`src/rtl/dbg_chan_mux.sv`:
```
// -----------------------------------------------------------------------------
// dbg_chan_mux
//
// Multi-channel debug bytestream multiplexer between NCH device-side debug
// channels and one host-facing byte channel.
//
//   TX direction: each device channel pushes bytes into its own FIFO. A
//   burst-limited round-robin arbiter selects one FIFO. The selected FIFO
//   head is loaded into a registered output stage tagged with the channel
//   number.
//   RX direction: tagged host bytes are steered into per-channel FIFOs. A
//   byte that arrives for a full FIFO is dropped and raises a sticky
//   overflow flag.
//
// Handshake (every has_data/consume pair in this block):
//   A byte moves in any cycle where has_data and consume are both 1. The
//   consumer only asserts consume while has_data is 1. has_data and the data
//   bus stay stable until the byte is consumed.
//
// Ports:
//   clk               in   clock
//   reset_n           in   asynchronous active-low reset
//   ch_tx_data        in   NCH*W device TX bytes, channel i at [i*W +: W]
//   ch_tx_has_data    in   NCH   device channel i offers a byte
//   ch_tx_consume     out  NCH   block accepts channel i's byte this cycle
//   ch_rx_data        out  NCH*W head byte of RX FIFO i
//   ch_rx_has_data    out  NCH   RX FIFO i not empty
//   ch_rx_consume     in   NCH   device pops RX FIFO i
//   host_tx_data      out  W     registered output byte
//   host_tx_chan      out  clog2(NCH) source channel of host_tx_data
//   host_tx_has_data  out  1     output register valid
//   host_tx_consume   in   1     host takes the byte
//   host_rx_data      in   W     incoming host byte
//   host_rx_chan      in   clog2(NCH) destination channel
//   host_rx_produce   in   1     host writes a byte
//   host_rx_has_space out  1     RX FIFO[host_rx_chan] not full (combinational)
//   rx_overflow       out  NCH   sticky per-channel drop flag
//   ovf_clear         in   1     clears all rx_overflow bits
// -----------------------------------------------------------------------------
module dbg_chan_mux #(
    parameter int NCH   = 4,
    parameter int W     = 8,
    parameter int DEPTH = 16,
    parameter int BURST = 4
) (
    input  logic                     clk,
    input  logic                     reset_n,
    input  logic [NCH*W-1:0]         ch_tx_data,
    input  logic [NCH-1:0]           ch_tx_has_data,
    output logic [NCH-1:0]           ch_tx_consume,
    output logic [NCH*W-1:0]         ch_rx_data,
    output logic [NCH-1:0]           ch_rx_has_data,
    input  logic [NCH-1:0]           ch_rx_consume,
    output logic [W-1:0]             host_tx_data,
    output logic [$clog2(NCH)-1:0]   host_tx_chan,
    output logic                     host_tx_has_data,
    input  logic                     host_tx_consume,
    input  logic [W-1:0]             host_rx_data,
    input  logic [$clog2(NCH)-1:0]   host_rx_chan,
    input  logic                     host_rx_produce,
    output logic                     host_rx_has_space,
    output logic [NCH-1:0]           rx_overflow,
    input  logic                     ovf_clear
);

    localparam int CW = $clog2(NCH);
    localparam int AW = $clog2(DEPTH);
    localparam int BW = $clog2(BURST + 1);

    localparam logic [AW:0]   PTR_ONE   = (AW+1)'(1);
    localparam logic [BW-1:0] BURST_MAX = BW'(BURST);
    localparam logic [BW-1:0] BURST_ONE = BW'(1);
    localparam logic [CW-1:0] RR_INIT   = CW'(NCH - 1);

    // -------------------------------------------------------------------------
    // TX FIFOs (device -> block)
    // -------------------------------------------------------------------------
    logic [W-1:0]   r_tx_mem [NCH][DEPTH];
    logic [AW:0]    r_tx_wp  [NCH];
    logic [AW:0]    r_tx_rp  [NCH];

    logic [NCH-1:0] w_tx_full;
    logic [NCH-1:0] w_tx_empty;
    logic [NCH-1:0] w_tx_push;
    logic [NCH-1:0] w_tx_pop;
    logic [W-1:0]   w_tx_head [NCH];

    // Output stage and arbiter state
    logic [W-1:0]   r_out_data;
    logic [CW-1:0]  r_out_chan;
    logic           r_out_valid;
    logic [CW-1:0]  r_rr_ptr;
    logic [BW-1:0]  r_burst;

    logic           w_load;
    logic           w_keep;
    logic           w_rot_vld;
    logic [CW-1:0]  w_rot_ch;
    logic           w_grant_vld;
    logic [CW-1:0]  w_grant;

    // FIFO status is taken from registered pointers only, so a push into an
    // empty FIFO is seen by the arbiter one cycle later and a full FIFO does
    // not accept a byte even if it is popped in the same cycle.
    always_comb begin
        w_tx_empty = '0;
        w_tx_full  = '0;
        w_tx_push  = '0;
        w_tx_head  = '{default: '0};
        for (int i = 0; i < NCH; i++) begin
            w_tx_empty[i] = (r_tx_wp[i] == r_tx_rp[i]);
            w_tx_full[i]  = (r_tx_wp[i][AW] != r_tx_rp[i][AW]) &&
                            (r_tx_wp[i][AW-1:0] == r_tx_rp[i][AW-1:0]);
            w_tx_head[i]  = r_tx_mem[i][r_tx_rp[i][AW-1:0]];
            w_tx_push[i]  = ch_tx_has_data[i] & ~w_tx_full[i];
        end
    end

    assign ch_tx_consume = w_tx_push;

    // The output register can take a new byte when it is empty or when its
    // current byte leaves this cycle, giving one byte per cycle.
    assign w_load = ~r_out_valid | host_tx_consume;

    // Arbiter. r_burst == 0 only after reset and means "no previous grant",
    // so the sticky path is disabled and the rotating search starting after
    // RR_INIT (NCH-1) gives channel 0 first priority.
    always_comb begin
        w_keep    = (r_burst != '0) && (r_burst < BURST_MAX) && !w_tx_empty[r_rr_ptr];
        w_rot_vld = 1'b0;
        w_rot_ch  = '0;
        for (int k = 1; k <= NCH; k++) begin
            for (int i = 0; i < NCH; i++) begin
                if (!w_rot_vld && (i == ((int'(r_rr_ptr) + k) % NCH)) && !w_tx_empty[i]) begin
                    w_rot_vld = 1'b1;
                    w_rot_ch  = CW'(i);
                end
            end
        end
        w_grant_vld = w_keep | w_rot_vld;
        w_grant     = w_keep ? r_rr_ptr : w_rot_ch;
    end

    always_comb begin
        w_tx_pop = '0;
        for (int i = 0; i < NCH; i++) begin
            w_tx_pop[i] = w_load & w_grant_vld & (w_grant == CW'(i));
        end
    end

    // FIFO storage carries no reset: clearing the pointers discards contents.
    always_ff @(posedge clk) begin
        for (int i = 0; i < NCH; i++) begin
            if (w_tx_push[i]) begin
                r_tx_mem[i][r_tx_wp[i][AW-1:0]] <= ch_tx_data[i*W +: W];
            end
        end
    end

    always_ff @(posedge clk or negedge reset_n) begin
        if (!reset_n) begin
            for (int i = 0; i < NCH; i++) begin
                r_tx_wp[i] <= '0;
                r_tx_rp[i] <= '0;
            end
        end else begin
            for (int i = 0; i < NCH; i++) begin
                if (w_tx_push[i]) begin
                    r_tx_wp[i] <= r_tx_wp[i] + PTR_ONE;
                end
                if (w_tx_pop[i]) begin
                    r_tx_rp[i] <= r_tx_rp[i] + PTR_ONE;
                end
            end
        end
    end

    // Output register plus arbiter state; both advance only on load cycles.
    always_ff @(posedge clk or negedge reset_n) begin
        if (!reset_n) begin
            r_out_data  <= '0;
            r_out_chan  <= '0;
            r_out_valid <= 1'b0;
            r_rr_ptr    <= RR_INIT;
            r_burst     <= '0;
        end else if (w_load) begin
            if (w_grant_vld) begin
                r_out_data  <= w_tx_head[w_grant];
                r_out_chan  <= w_grant;
                r_out_valid <= 1'b1;
                r_rr_ptr    <= w_grant;
                // Repeat grants count up (saturating once the limit forces a
                // rotation that finds no other channel); a new channel
                // restarts the burst.
                if ((w_grant == r_rr_ptr) && (r_burst != '0)) begin
                    if (r_burst != BURST_MAX) begin
                        r_burst <= r_burst + BURST_ONE;
                    end
                end else begin
                    r_burst <= BURST_ONE;
                end
            end else begin
                r_out_valid <= 1'b0;
            end
        end
    end

    assign host_tx_data     = r_out_data;
    assign host_tx_chan     = r_out_chan;
    assign host_tx_has_data = r_out_valid;

    // -------------------------------------------------------------------------
    // RX FIFOs (host -> device)
    // -------------------------------------------------------------------------
    logic [W-1:0]   r_rx_mem [NCH][DEPTH];
    logic [AW:0]    r_rx_wp  [NCH];
    logic [AW:0]    r_rx_rp  [NCH];
    logic [NCH-1:0] r_ovf;

    logic [NCH-1:0] w_rx_full;
    logic [NCH-1:0] w_rx_empty;
    logic [NCH-1:0] w_rx_sel;
    logic [NCH-1:0] w_rx_push;
    logic [NCH-1:0] w_rx_pop;
    logic [NCH-1:0] w_ovf_set;

    always_comb begin
        w_rx_empty = '0;
        w_rx_full  = '0;
        ch_rx_data = '0;
        for (int i = 0; i < NCH; i++) begin
            w_rx_empty[i] = (r_rx_wp[i] == r_rx_rp[i]);
            w_rx_full[i]  = (r_rx_wp[i][AW] != r_rx_rp[i][AW]) &&
                            (r_rx_wp[i][AW-1:0] == r_rx_rp[i][AW-1:0]);
            ch_rx_data[i*W +: W] = r_rx_mem[i][r_rx_rp[i][AW-1:0]];
        end
    end

    // A channel number >= NCH selects no FIFO: no space, no push, no flag.
    always_comb begin
        w_rx_sel = '0;
        for (int i = 0; i < NCH; i++) begin
            w_rx_sel[i] = (host_rx_chan == CW'(i));
        end
        host_rx_has_space = |(w_rx_sel & ~w_rx_full);
        w_rx_push = {NCH{host_rx_produce}} & w_rx_sel & ~w_rx_full;
        w_ovf_set = {NCH{host_rx_produce}} & w_rx_sel &  w_rx_full;
        w_rx_pop  = ch_rx_consume & ~w_rx_empty;
    end

    assign ch_rx_has_data = ~w_rx_empty;

    always_ff @(posedge clk) begin
        for (int i = 0; i < NCH; i++) begin
            if (w_rx_push[i]) begin
                r_rx_mem[i][r_rx_wp[i][AW-1:0]] <= host_rx_data;
            end
        end
    end

    always_ff @(posedge clk or negedge reset_n) begin
        if (!reset_n) begin
            for (int i = 0; i < NCH; i++) begin
                r_rx_wp[i] <= '0;
                r_rx_rp[i] <= '0;
            end
        end else begin
            for (int i = 0; i < NCH; i++) begin
                if (w_rx_push[i]) begin
                    r_rx_wp[i] <= r_rx_wp[i] + PTR_ONE;
                end
                if (w_rx_pop[i]) begin
                    r_rx_rp[i] <= r_rx_rp[i] + PTR_ONE;
                end
            end
        end
    end

    // A drop in the same cycle as a clear must remain visible, so the set
    // term is applied after the clear.
    always_ff @(posedge clk or negedge reset_n) begin
        if (!reset_n) begin
            r_ovf <= '0;
        end else begin
            r_ovf <= (r_ovf & ~{NCH{ovf_clear}}) | w_ovf_set;
        end
    end

    assign rx_overflow = r_ovf;

endmodule
```
`config.mk`:
```
export PLATFORM = sky130hd
export DESIGN_NAME = dbg_chan_mux
export DESIGN_NICKNAME = d
export VERILOG_FILES = /design/src/rtl/dbg_chan_mux.sv
export SDC_FILE = /design/constraint.sdc
export NUM_CORES = 1
export LEC_CHECK = 0
export ABC_AREA = 1
export CORE_MARGIN = 8
export CORE_UTILIZATION = 56
export CTS_CLUSTER_DIAMETER = 50
export CTS_CLUSTER_SIZE = 16
export DETAILED_ROUTE_END_ITERATION = 10
export GPL_ROUTABILITY_DRIVEN = 0
export HOLD_SLACK_MARGIN = 0.08
export PLACE_DENSITY = 0.79
export RECOVER_POWER = 25
export SLEW_MARGIN = 20
export SYNTH_ARGS = -nofsm -noshare
export SYNTH_HDL_FRONTEND = slang
export SYNTH_SLANG_ARGS = --single-unit
export TNS_END_PERCENT = 1
```
`constraint.sdc`:
```
create_clock -name clk -period 2.4 [get_ports clk]
set_input_delay 0.36 -clock clk [delete_from_list [all_inputs] [get_ports clk]]
set_output_delay 0.36 -clock clk [all_outputs]
set_load 0.005 [all_outputs]
```
==> flow_summary.rst <==
.. list-table::
   :header-rows: 1

   * - Metric
     - Value
   * - Slew at the pin closest to its max-slew limit
     - 1.91 ns
   * - Die Height
     - 303 microns
   * - Unrepaired setup endpoints after global routing
     - yes
   * - Yosys Warn Count
     - 0
   * - H-tree Lvls
     - 3
   * - Endpoint arrival time on the critical path
     - 2.50 ns
   * - Clock Sinks
     - 1124
   * - Vias per cell
     - 6.19
   * - Clock tree from TritonCTS
     - built
   * - Total global routing overflow
     - 0
   * - Cell type with the highest aggregate area in the netlist
     - sky130_fd_sc_hd__edfxtp_1
   * - Syn nets
     - 3705
   * - Overall routed net length
     - 119 mm
   * - Count of buffer and inverter cells on the critical path
     - 3
   * - Vias
     - 31830
   * - Family with the most delay on the worst path
     - buffers and inverters
   * - Number of detailed-routing iterations run before antenna repair
     - 5
   * - Worst slew margin
     - -0.276
   * - Chip Width
     - 303 microns
   * - Global-route wire length before repair
     - 179 mm
   * - Initial standard-cell utilization of the core
     - 0.564
   * - Via count of the first global-routing pass
     - 31565
   * - Antenna diode count
     - 0
   * - Insertion delay to the later sink of the worst-skew pair
     - 0.69 ns
   * - Number of endpoints with negative hold slack in the final report
     - 0
   * - GRT Total Usage
     - 0.251
   * - Num CTS Buffers
     - 99
   * - WL/cell
     - 23.2 microns
   * - Clock period minus worst slack
     - 2.86 ns
   * - Worst Setup Slack post-DPL
     - -0.444 ns
   * - Sequence of cells on the critical path
     - buf_6 -> bufbuf_16 -> o21ai_4 -> o32ai_2 -> o211ai_1 -> nand3_1 -> buf_2
   * - Worst setup path category
     - flop to output port
   * - Area added between synthesis and finish
     - 21.5%
   * - Leading post-synthesis cells by cell area
     - sky130_fd_sc_hd__edfxtp_1 67%, sky130_fd_sc_hd__nor2_1 5.8%, sky130_fd_sc_hd__dfrtp_1 5.3%
   * - Synth Instances
     - 3608
   * - Critical Path Fanout Max
     - 10
   * - Highest Clock Rate
     - 349 MHz
   * - Share of Yosys cell area claimed by the top area cell type
     - 0.668
   * - Largest net degree at the start of global routing
     - 68
   * - Largest vdd supply drop
     - 0.818 mV
   * - Die footprint
     - 91700 sq um
   * - Syn_area_per_cell
     - 12.8 sq um
   * - Worst Setup End Kind
     - output port
   * - Clock slew at reported path FFs
     - 0.07 ns
   * - Leakage power of the design
     - 19.6 nW
   * - Kind of launch point of the worst setup path
     - flop
   * - Most common cell after layout, fill and taps aside
     - sky130_fd_sc_hd__edfxtp_1
   * - Type of the most critical hold path
     - primary input to flop
   * - Slowest Stage Delay on Critical Path
     - 0.53 ns
   * - Buffer cell driving the clock tree root
     - sky130_fd_sc_hd__clkbuf_16
   * - Result of the run
     - complete, but fails checks
   * - Max Transition Viols Final
     - 296
   * - Most common flop cell mapped by yosys
     - sky130_fd_sc_hd__edfxtp_1
   * - Largest buffer count on any clock path
     - 3
   * - Violations in the final reports
     - max-capacitance violations, max-slew violations, negative setup slack
   * - Post-detailed-placement half-perimeter wirelength
     - 67.5 mm
   * - Total setup violations reported at the end of the flow
     - 94
   * - Core area
     - 81700 sq um
   * - Number of antenna violations at the first check in global routing
     - 1
   * - Highest-count cells in the layout ignoring fill and taps
     - 1024 x sky130_fd_sc_hd__edfxtp_1, 634 x sky130_fd_sc_hd__nor2_1, 342 x sky130_fd_sc_hd__o21ai_0
   * - Drt drc
     - 0
   * - Final Net Count
     - 4093
   * - Placement Rows
     - 105
   * - Fraction of registers with async set or reset after synthesis
     - 0.0890
   * - Number of nets with antenna violations after detailed routing
     - 0
   * - Standard cell with the maximum stage delay on the critical path
     - sky130_fd_sc_hd__dfrtp_2
   * - Total of buffers placed on input and output ports
     - 110
   * - Number of flops mapped to enable cells by yosys
     - 1024
   * - Min setup slack post-route
     - -0.464 ns
   * - Synthesized cell area
     - 46100 sq um
   * - Required time of the worst setup path
     - 2.04 ns
   * - Number of flip-flops and latches in the synthesized netlist
     - 1124
   * - Fraction of final layout cells with drive strength greater than 1
     - 0.221
   * - Drt first-iter violations
     - 4081
   * - I/O Pins
     - 111
   * - Max-Cap Viols
     - 6
   * - Proportion of synthesized chip area in sequential cells
     - 0.722
   * - Post-route clock period utilization
     - 1.19
   * - Final setup skew
     - 0.0404 ns
   * - Power density cells
     - 1280 nW/um^2
   * - Post-synthesis cell type count
     - 47
   * - Post-Route Utilization
     - 0.685
[cells by family (layout without fill, tap and decap cells)]
family,count (synthesis),in the layout,share of synthesized area
buf+inv,297,761,0.0255
flops,1124,1124,0.722
compound gates,700,700,0.0945
xor+xnor,80,80,0.0154
simple gates,1309,1310,0.119
mux,56,56,0.0123
fa+ha+maj,42,42,0.0114
[final cells by class]
cell class	count	area, sq um
Timing Repair Buffer	468	4400
Tap cell	1070	1340
Sequential cell	1124	33300
Multi-Input combinational cell	2188	13100
Inverter	115	492
Clock inverter	62	751
Clock buffer	116	2620
Fill cell	5157	25800
[per-stage QoR]
stage / setup TNS [ns] / hold WS (ns) / total power [mW] / cell area [sq um] / instances
after floorplan: -5.59 / 0.0644 / 39.3 / 46100 / 3608
after global placement: -41.89 / 0.387 / 48.8 / 50100 / 4896
after detailed placement: -61.02 / 0.391 / 49.6 / 50100 / 4896
after CTS: -21.30 / 0.0895 / 69.4 / 55300 / 5128
after global routing: -40.40 / 0.359 / 74.9 / 56000 / 5143
final: -22.48 / 0.371 / 71.8 / 56000 / 5143
[cell usage after synthesis (14+ instances only)]
cell and n:
sky130_fd_sc_hd__inv_1 75, sky130_fd_sc_hd__nand4_1 14, sky130_fd_sc_hd__edfxtp_1 1024, sky130_fd_sc_hd__o211ai_1 29, sky130_fd_sc_hd__o221ai_1 99, sky130_fd_sc_hd__o32ai_1 76
sky130_fd_sc_hd__mux2i_1 52, sky130_fd_sc_hd__xor2_1 68, sky130_fd_sc_hd__o22ai_1 85, sky130_fd_sc_hd__nand2_1 367, sky130_fd_sc_hd__dfrtp_1 98, sky130_fd_sc_hd__clkbuf_1 160
sky130_fd_sc_hd__clkinv_1 20, sky130_fd_sc_hd__inv_2 17, sky130_fd_sc_hd__ha_1 42, sky130_fd_sc_hd__o21ai_0 396, sky130_fd_sc_hd__nor2_1 712, sky130_fd_sc_hd__nand3_1 163
sky130_fd_sc_hd__buf_1 14
[state kept, by name, summed over array words and instances (netlist names)]
signal            cells
r_rx_rp              20
host_tx_data          8
host_tx_has_data      1
r_rx_wp              20
r_tx_wp              20
r_burst               3
r_tx_rp              20
host_tx_chan          2
r_tx_mem            512
r_rr_ptr              2
r_rx_mem            512
rx_overflow           4
[timing repair]
item	in CTS	in global routing
buffers inserted	38	14
endpoints found under the setup margin	359	695
cloned	14	1
resized for setup	409	189
hold endpoints to repair	37	0
pin swaps	85	68
hold buffers	2	0
[layer usage]
metal	wire, microns	up-vias	GRT usage
met1	44900	15657	0.331
met4	4990	0	0.113
met3	10700	307	0.0387
li1	-	13985	-
met5	0	-	0
met2	58600	1881	0.414
[final timing paths]
path	slack [ns]	depth (start not counted)	from	endpoint
setup / recovery	-0.46	7	r_rx_rp[5]	ch_rx_data[17]
hold / removal	0.37	2	ovf_clear	rx_overflow[2]
setup reg to reg	-0.40	21	r_tx_rp[1]	r_tx_rp[8]
hold reg to reg	0.49	2	host_tx_data[2]	host_tx_data[2]
max in group asynchronous	0.95	3	reset_n	r_rr_ptr[0]
min in group asynchronous	0.43	2	reset_n	rx_overflow[3]
[worst reg2reg max path, stage by stage, from the launching register on]
cell                      delay, ns
sky130_fd_sc_hd__dfrtp_1       0.43
sky130_fd_sc_hd__inv_2         0.07
sky130_fd_sc_hd__nand2_2       0.06
sky130_fd_sc_hd__nand2_2       0.07
sky130_fd_sc_hd__nor2_4        0.13
sky130_fd_sc_hd__nand3_4       0.09
sky130_fd_sc_hd__nand2_4       0.09
sky130_fd_sc_hd__nand2_4       0.06
sky130_fd_sc_hd__nor2_4        0.15
sky130_fd_sc_hd__nand2_4       0.09
sky130_fd_sc_hd__nor2_8        0.13
sky130_fd_sc_hd__nand4_4       0.09
sky130_fd_sc_hd__nor2_4        0.13
sky130_fd_sc_hd__nand3_2       0.10
sky130_fd_sc_hd__nor2_4        0.15
sky130_fd_sc_hd__nand3_2       0.13
sky130_fd_sc_hd__nand2_4       0.15
sky130_fd_sc_hd__nand2_4       0.13
sky130_fd_sc_hd__buf_12        0.16
sky130_fd_sc_hd__nand2_4       0.10
sky130_fd_sc_hd__nor2_4        0.05
sky130_fd_sc_hd__xor2_2        0.13
[where the power goes]
part	leakage, nW	internal (mW)	total, mW	switching [mW]
Combinational	7.62	12.0	30.9	18.9
Sequential	10.4	23.4	24.5	1.09
Clock	1.62	8.98	16.5	7.51
Note: power is estimated with default switching activity, not from simulation.
